===== src/rtl/bet_ledger.sv =====
// Purpose: betting ledger that locks a wager, deducts the stake and settles the payout into a saturating 8-bit balance.
// Latency: every output is registered and shows the effect of a strobe on the cycle after the strobe is sampled.
// Backpressure: none; a strobe that arrives in a state that cannot use it is dropped. Optional build macro: BANKER_COMMISSION_EN.
module bet_ledger #(
    parameter logic [7:0] INIT_BALANCE = 8'd50,
    parameter logic [3:0] TIE_MULT     = 4'd8,
    parameter logic [7:0] BAL_MAX      = 8'd255
) (
    input  logic       slow_clock,
    input  logic       resetb,
    input  logic       betenabled,
    input  logic       updatebalanceenable,
    input  logic       player_win,
    input  logic       dealer_win,
    input  logic [7:0] bet_amount,
    input  logic [1:0] bet_side,
    output logic [7:0] balance,
    output logic [7:0] stake,
    output logic       bet_locked,
    output logic       settle_done,
    output logic       broke
);

    typedef enum logic [1:0] {
        IDLE   = 2'd0,
        LOCKED = 2'd1,
        BROKE  = 2'd2
    } state_t;

    localparam logic [1:0] SIDE_PLAYER = 2'b00;
    localparam logic [1:0] SIDE_BANKER = 2'b01;
    localparam logic [1:0] SIDE_TIE    = 2'b10;
    localparam logic [1:0] SIDE_BAD    = 2'b11;

    state_t      state_q, state_d;
    logic [7:0]  balance_q, balance_d;
    logic [7:0]  stake_q, stake_d;
    logic [1:0]  side_q, side_d;
    logic        locked_q, locked_d;
    logic        done_q, done_d;
    logic        broke_q, broke_d;

    logic [7:0]  eff;
    logic [11:0] payout;
    logic [11:0] sum;
    logic [7:0]  settled_bal;
    logic        tie, p_only, d_only;

    // Payout for the held wager, computed from the win lights of this cycle.
    always_comb begin
        tie    = player_win & dealer_win;
        p_only = player_win & ~dealer_win;
        d_only = dealer_win & ~player_win;
        payout = 12'd0;
        case (side_q)
            SIDE_PLAYER: begin
                if (p_only)   payout = {3'd0, stake_q, 1'b0};
                else if (tie) payout = {4'd0, stake_q};
            end
            SIDE_BANKER: begin
`ifdef BANKER_COMMISSION_EN
                // House keeps floor(stake/16) of a winning banker bet.
                if (d_only)   payout = {3'd0, stake_q, 1'b0} - {8'd0, stake_q[7:4]};
`else
                if (d_only)   payout = {3'd0, stake_q, 1'b0};
`endif
                else if (tie) payout = {4'd0, stake_q};
            end
            SIDE_TIE: begin
                // Winnings plus returned stake; 9*255 still fits in 12 bits.
                if (tie)      payout = ({8'd0, TIE_MULT} + 12'd1) * {4'd0, stake_q};
            end
            default: payout = 12'd0;
        endcase
        sum         = {4'd0, balance_q} + payout;
        settled_bal = (sum > {4'd0, BAL_MAX}) ? BAL_MAX : sum[7:0];
    end

    // Next-state and next-output logic; nothing changes unless a strobe is accepted.
    always_comb begin
        state_d   = state_q;
        balance_d = balance_q;
        stake_d   = stake_q;
        side_d    = side_q;
        locked_d  = locked_q;
        done_d    = 1'b0;
        broke_d   = broke_q;
        eff       = (bet_amount < balance_q) ? bet_amount : balance_q;
        case (state_q)
            IDLE: begin
                if (betenabled && eff != 8'd0 && bet_side != SIDE_BAD) begin
                    stake_d   = eff;
                    side_d    = bet_side;
                    balance_d = balance_q - eff;
                    locked_d  = 1'b1;
                    state_d   = LOCKED;
                end
            end
            LOCKED: begin
                // Settlement wins over a coincident bet strobe.
                if (updatebalanceenable) begin
                    balance_d = settled_bal;
                    stake_d   = 8'd0;
                    locked_d  = 1'b0;
                    done_d    = 1'b1;
                    if (settled_bal == 8'd0) begin
                        state_d = BROKE;
                        broke_d = 1'b1;
                    end else begin
                        state_d = IDLE;
                    end
                end
            end
            BROKE: begin
                broke_d   = 1'b1;
                balance_d = 8'd0;
            end
            default: state_d = IDLE;
        endcase
    end

    // State and output registers; reset forfeits any held stake.
    always_ff @(posedge slow_clock or negedge resetb) begin
        if (!resetb) begin
            state_q   <= IDLE;
            balance_q <= INIT_BALANCE;
            stake_q   <= 8'd0;
            side_q    <= SIDE_PLAYER;
            locked_q  <= 1'b0;
            done_q    <= 1'b0;
            broke_q   <= (INIT_BALANCE == 8'd0);
        end else begin
            state_q   <= state_d;
            balance_q <= balance_d;
            stake_q   <= stake_d;
            side_q    <= side_d;
            locked_q  <= locked_d;
            done_q    <= done_d;
            broke_q   <= broke_d;
        end
    end

    assign balance     = balance_q;
    assign stake       = stake_q;
    assign bet_locked  = locked_q;
    assign settle_done = done_q;
    assign broke       = broke_q;

endmodule


===== config.mk =====
export PLATFORM = sky130hd
export DESIGN_NAME = bet_ledger
export DESIGN_NICKNAME = d
export VERILOG_FILES = /design/src/rtl/bet_ledger.sv
export SDC_FILE = /design/constraint.sdc
export NUM_CORES = 1
export LEC_CHECK = 0
export ABC_AREA = 1
export BUFFER_PORTS_ARGS = -buffer_cell sky130_fd_sc_hd__buf_4
export CAP_MARGIN = 20
export CORE_MARGIN = 3
export CORE_UTILIZATION = 35
export DETAILED_ROUTE_END_ITERATION = 8
export SLEW_MARGIN = 40
export SYNTH_ARGS = -nofsm -noshare
export SYNTH_HDL_FRONTEND = slang
export SYNTH_SLANG_ARGS = --single-unit

===== constraint.sdc =====
create_clock -name slow_clock -period 4.4 [get_ports slow_clock]
set_clock_uncertainty 0.05 [all_clocks]
set_input_delay 0 -clock slow_clock [delete_from_list [all_inputs] [get_ports slow_clock]]
set_output_delay 0 -clock slow_clock [all_outputs]
set_load 0.05 [all_outputs]

# --- Yosys cells after proc, flatten, opt, wreduce, memory -nomap -nowiden ---
# Index checks and enable logic that the tools add are counted.
totals:
  out_inout_bits: 19
  elab_cells: 65
  ff_bits: 23
classes:
  bitwise: 6
  order_cmp: 2
  n_eq_ne: 8
  addsub: 2
  reduce_logical: 14
  n_mux: 25
  multipliers: 1
op_table:
  columns: ["op", "n"]
  rows:
  - ["$mux 8", 7]
  - ["$pmux 12 s3", 1]
  - ["$pmux 8 s3", 1]
  - ["$mux 9", 2]
  - ["$pmux 8 s2", 1]
  - ["$add 8x12->12", 1]
  - ["$gt 12x8->1 const B", 1]
  - ["$mul 4x8->12 const A", 1]
  - ["$mux 12", 1]
  - ["$reduce_and 3->1", 4]
  - ["$logic_not 8->1", 1]
  - ["$lt 8x8->1", 1]
  - ["$ne 2x2->1 const B", 4]
  - ["$reduce_bool 8->1", 1]
  - ["$sub 8x8->8", 1]
  - ["$mux 1", 6]
  - ["$mux 2", 3]
  - ["$pmux 2 s3", 1]
  - ["$eq 2x1->1 const B", 2]
  - ["$eq 2x2->1 const B", 2]
  - ["$logic_not 2->1", 2]
  - ["$pmux 1 s2", 2]
  - ["$reduce_bool 2->1", 2]
  - ["$and 1x1->1", 3]
  - ["other kinds (4)", 7]

# --- Depth between registers and ports, before layout ---
logic_depth:
  depth_word: 11
  ltp_mapped: 24
  depth_no_buf: 24

# --- Worst setup path before layout ---
# OpenSTA, ideal clock, no wires.
synth_path:
  kind: "register to register"
  start: "register stake_q[4] (netlist: stake[4])"
  end: "register broke_q (netlist: broke)"
  path_slack_ns: 0.782
  t_arrival_ns: 3.501
  n_path_buf: 0
  setup_ns: 0.067
  path_stages_with_launch: 21
  path_cell_list: "dfrtp_1 ha_1 ha_1 fa_1 or2_2 nand3_1 o221ai_1 ha_1 nand2_1 inv_1 nand2_1 nand2_1 a21oi_1 nand4_1 nand2_1 nand3_1 nor2_1 nand3_1 nor2_2 nand2_1 nand2_1"
synth_via:
  elab_chain_len: 9
synth_lines:
  columns: ["element", "line_no", "rtl"]
  rows:
  - ["start: declaration", "37", "logic [7:0] stake_q, stake_d;"]
  - ["start signal: assignment", "135", "stake_q <= stake_d;"]
  - ["$mul 4x8->12 or $mux 8 (tied branches)", "71, 58, 67", null]
  - ["$mux 12 (tied with other cells)", "71", "if (tie) payout = ({8'd0, TIE_MULT} + 12'd1) * {4'd0, stake_q};"]
  - ["$pmux 12 s3 *", "55", "case (side_q)"]
  - ["$add 8x12->12 *", "75", "sum = {4'd0, balance_q} + payout;"]
  - ["$gt 12x8->1", "76", "settled_bal = (sum > {4'd0, BAL_MAX}) ? BAL_MAX : sum[7:0];"]
  - ["$mux 8 *", "76", null]
  - ["$logic_not 8->1 *", "106", "if (settled_bal == 8'd0) begin"]
  - ["$ne 2x2->1 (no line) *", null, null]
  - ["$reduce_and 3->1 (no line) *", null, null]
  - ["end signal: assignment", "131", "broke_q <= (INIT_BALANCE == 8'd0);"]
  - ["end signal: assignment", "139", "broke_q <= broke_d;"]
  - ["end: declaration", "41", "logic broke_q, broke_d;"]
# Every way passes the cells marked *; elsewhere a longest branch is shown, timed or not.
# A chain may end at the register's enable or synchronous reset.

# --- Worst setup path after layout ---
layout_path:
  start: "register stake_q[4] (netlist: stake[4])"
  end: "register state_q[1]"
layout_via:
  elab_chain_len: 10
layout_lines:
  columns: ["element", "line_no", "rtl"]
  rows:
  - ["$mul 4x8->12 or $mux 8 (tied branches)", "71, 58, 67", null]
  - ["$mux 12 (tied with other cells)", "71", null]
  - ["$pmux 12 s3 *", "55", null]
  - ["$add 8x12->12 *", "75", null]
  - ["$gt 12x8->1", "76", null]
  - ["$mux 8 *", "76", null]
  - ["$logic_not 8->1 *", "106", null]
  - ["$mux 2 *", "106", null]
  - ["$mux 2 *", "101", "if (updatebalanceenable) begin"]
  - ["$pmux 2 s3 *", "89", "case (state_q)"]
  - ["end signal: assignment", "133", "state_q <= state_d;"]
  - ["end: declaration", "35", "state_t state_q, state_d;"]
# Every way passes the cells marked *; elsewhere a longest branch is shown, timed or not. The select of a mux whose other input is x is not followed.

==> results.py <==
metrics = {
    "outcome": {
        "outcome": "finished, final reports clean",
    },
    "layout": {
        "regArea_um2": 579,
        "multi_input_area_mm2": 0.00190,
        "fill_cells": 763,
        "stdcell_count": 544,
        "fin_nets": 501,
        "area_growth_pct": 15.7,
        "insertedDiodeCount": 0,
        "drive_gt1_share_pct": 13.5,
    },
    "critical_path": {
        "path_delay_family": "simple AND/OR/NAND/NOR gates",
        "r2r-start": "stake[4]",
        "cp_max_fo": 6,
        "r2r-end": "state_q[1]",
        "cp_common_cell": "nand2_1",
        "worstSetupEndpointType": "flip-flop",
        "worstSetupPathType": "flip-flop to flip-flop",
        "cp_cell_sequence": "ha_1 > ha_1 > fa_1 > or2_2 > nand3_1 > o221ai_1 > ha_1 > nand2_1 > inv_1 > nand2_1 > nand2_1 > a21oi_1 > nand4_1 > nand2_1 > nand3_1 > nor2_1 > nand2_1 > nor2_2 > nand2_1 > nand2_1",
        "required_ps": 4570,
        "cp-start-kind": "flip-flop",
        "r2r_slack_ps": 610,
        "critPathBufInv": 1,
        "slowest_delay_ps": 470,
        "critPathSlowestCell": "dfrtp_1",
        "critPathArrivalTime_ps": 3960,
        "rr_worst_depth": 20,
    },
    "synthesis": {
        "syn_inst": 407,
        "synthTopCellsByCount": "nand2_1 (137), inv_1 (58), ha_1 (36), nand3_1 (31), nor2_1 (22)",
        "synthFlopType": "dfrtp_1",
        "synthArstFlopShare_pct": 100,
        "synthesis.nets": 462,
        "synth_seq_area_share_pct": 21.2,
        "yosysTopAreaCell": "nand2_1",
        "ys_warn_count": 0,
        "yosysMostFrequentCell": "nand2_1",
        "synthSimpleGateAreaFrac_pct": 38.2,
        "synth_top_family_by_area": "simple AND/OR/NAND/NOR gates",
        "synthXorXnorAreaFrac_pct": 1.92,
        "synth_compound_area_share_pct": 10.6,
        "yosys.area.top_type_share_pct": 18.8,
        "synth.avg_cell_area_um2": 6.71,
        "synth_edf_count": 0,
        "ys_top_cells_by_area": "nand2_1 (19%), dfrtp_1 (18%), ha_1 (16%), inv_1 (8.0%), nand3_1 (5.7%)",
        "synthAdderAreaFrac_pct": 18.7,
        "synthDistinctLibCells": 32,
        "syn-cell-area_mm2": 0.00273,
        "synthMuxAreaShare_pct": 0,
        "ys_seq_elements": 23,
    },
    "power_and_ir_drop": {
        "p_int_mw": 1.02,
        "total_power_mw": 2.49,
        "pwr-share-seq_pct": 17.8,
        "power_leakage_nw": 1.76,
        "power_density_mw_per_mm2": 788,
        "swShare_pct": 59.0,
        "p_comb_share_pct": 76.4,
        "ir_drop_mv": 0.378,
        "power_frac_clock_pct": 5.8,
        "power_switching_mw": 1.47,
    },
    "grt": {
        "grt_pass1_wl_um": 12000,
        "antenna_found_initial": 0,
        "overflow": 0,
        "grt_usage_pct": 16.9,
        "grt_max_degree": 24,
        "grt_pass1_vias": 2500,
    },
    "sta": {
        "worst_pin_slew_ps": 761,
        "tns_ps": 0,
        "drv_slew": 0,
        "setup_violations": 0,
        "rsz0062_at_grt": "no",
        "min_period_ps": 3790,
        "finalCritPeriodShare_pct": 86.2,
        "slew_headroom_pct": 49.1,
        "fmax_mhz": 264,
        "hold_viol_final": 0,
    },
    "placed_design": {
        "dp_cells": 536,
        "dpl.hpwl_um": 5900,
        "place.gp.congestion": 0.900,
        "port_buffers": 34,
    },
    "detailed_routing": {
        "vias_per_cell": 4.94,
        "wl_per_cell_um": 13.5,
        "drt_pre_antenna_iters": 5,
        "dr_total_vias": 2686,
        "first_iter_violations": 138,
        "wl_um": 7320,
        "ant_nets": 0,
        "drc": 0,
    },
    "cts": {
        "post_cts_buffers": 0,
        "clockBufferDepth": 2,
        "cts_made_buffers": 3,
        "cts_tree": "done",
        "numClockSinks": 23,
        "clockRootBuffer": "clkbuf_8",
        "h-tree-depth": 1,
        "path_clk_slew_ps": 90,
        "insertion_delay_ps": 280,
    },
    "die": {
        "core_mm2": 0.00741,
        "die_x_um": 94.3,
        "fp.dieArea_mm2": 0.00890,
        "die_h_um": 94.3,
        "initial_utilization_pct": 36.9,
        "io_pins": 35,
        "rows": 31,
    },
    "job": {
        "cap_violations": 0,
    },
    "min_path": {
        "min_path_type": "input pin to asynchronous set/reset pin",
    },
}
==> worst max path at each step <==
stage	start	end	slack (ps)	cells after the start
floorplan	stake[4]	broke	780	20
global placement	stake[4]	state_q[1]	650	20
detailed placement	stake[4]	state_q[1]	630	20
CTS	stake[4]	state_q[1]	590	20
global route	stake[4]	state_q[1]	280	20
finish	stake[4]	state_q[1]	610	20
==> timing repair <==
item / in CTS / in global routing
hold endpoints to repair: 27 / 0
hold buffers: 4 / 0
gates resized for setup: 0 / 0
==> final cells by class <==
type                    instances  area share (%)
clock inverters                 1           0.158
clock buffers                   3            1.31
well taps                      99            3.92
inverters                      58            6.89
multi-input cells             322            60.0
repair buffers                 38            9.35
flip-flops and latches         23            18.3
==> through the flow <==
| stage | cell area, um^2 | util [%] | setup slack, ps | hold WS [ps] |
|---|---|---|---|---|
| 3_3_place_gp | 3070 | 41.5 | 649 | -123 |
| 5_1_grt | 3160 | 42.6 | 279 | 157 |
| 4_1_cts | 3160 | 42.6 | 589 | 119 |
| 2_1_floorplan | 2730 | - | 782 | -346 |
| 6_report | 3160 | 42.6 | 605 | 102 |
| 3_5_place_dp | 3070 | 41.5 | 633 | -119 |
==> routing by layer <==
metal,wire [um],up-vias,track usage (%),share of wire [%]
met5,0,-,0,0
li1,-,1397,-,-
met4,77,0,3.61,1.1
met2,3500,70,29.1,48
met1,3360,1210,22.5,46
met3,382,9,2.16,5.2
==> power groups by stage <==
stage | registers [mW] | clock network, mW | logic (mW)
2_1_floorplan | 0.640 | 0 | 1.23
3_3_place_gp | 0.447 | 0 | 1.88
3_5_place_dp | 0.448 | 0 | 1.89
4_1_cts | 0.444 | 0.146 | 1.90
5_1_grt | 0.462 | 0.152 | 2.14
6_report | 0.444 | 0.144 | 1.90
==> state kept, by name, summed over array words and instances, names as in the netlist <==
name         cells
balance          8
settle_done      1
broke            1
side_q           2
bet_locked       1
stake            8
state_q          2
==> cells by family (layout without fill, tap and decap cells) <==
group                      after synthesis  after routing
and+or+nand+nor                        227            227
buffers and inverters                   62            100
AOI/OAI and AO/OA                       50             50
adders and majority gates               39             39
DFF                                     23             23
xor gates and xnor gates                 6              6
==> placed cells by master (no fill, tap or decap), drive strengths merged <==
| cell type | Yosys | final |
|---|---|---|
| a21boi | 3 | 3 |
| dfstp | 3 | 3 |
| fa | 3 | 3 |
| inv | 58 | 58 |
| a21oi | 21 | 21 |
| o22ai | 1 | 1 |
| dlygate4sd3 | 0 | 4 |
| nor3 | 4 | 4 |
| xnor2 | 2 | 2 |
| nand3b | 13 | 13 |
| o21ai | 16 | 16 |
| buf | 3 | 34 |
| nand3 | 31 | 31 |
| dfrtp | 20 | 20 |
| o211ai | 2 | 2 |
| clkinv | 0 | 1 |
| nor2 | 25 | 25 |
| nand2 | 148 | 148 |
| or2 | 3 | 3 |
| clkbuf | 1 | 3 |
| o31ai | 1 | 1 |
| o221ai | 4 | 4 |
| xor2 | 4 | 4 |
| nand4 | 3 | 3 |
| ha | 36 | 36 |
| a31oi | 1 | 1 |
| o21a | 1 | 1 |
Power figures use the tool's default switching activity.
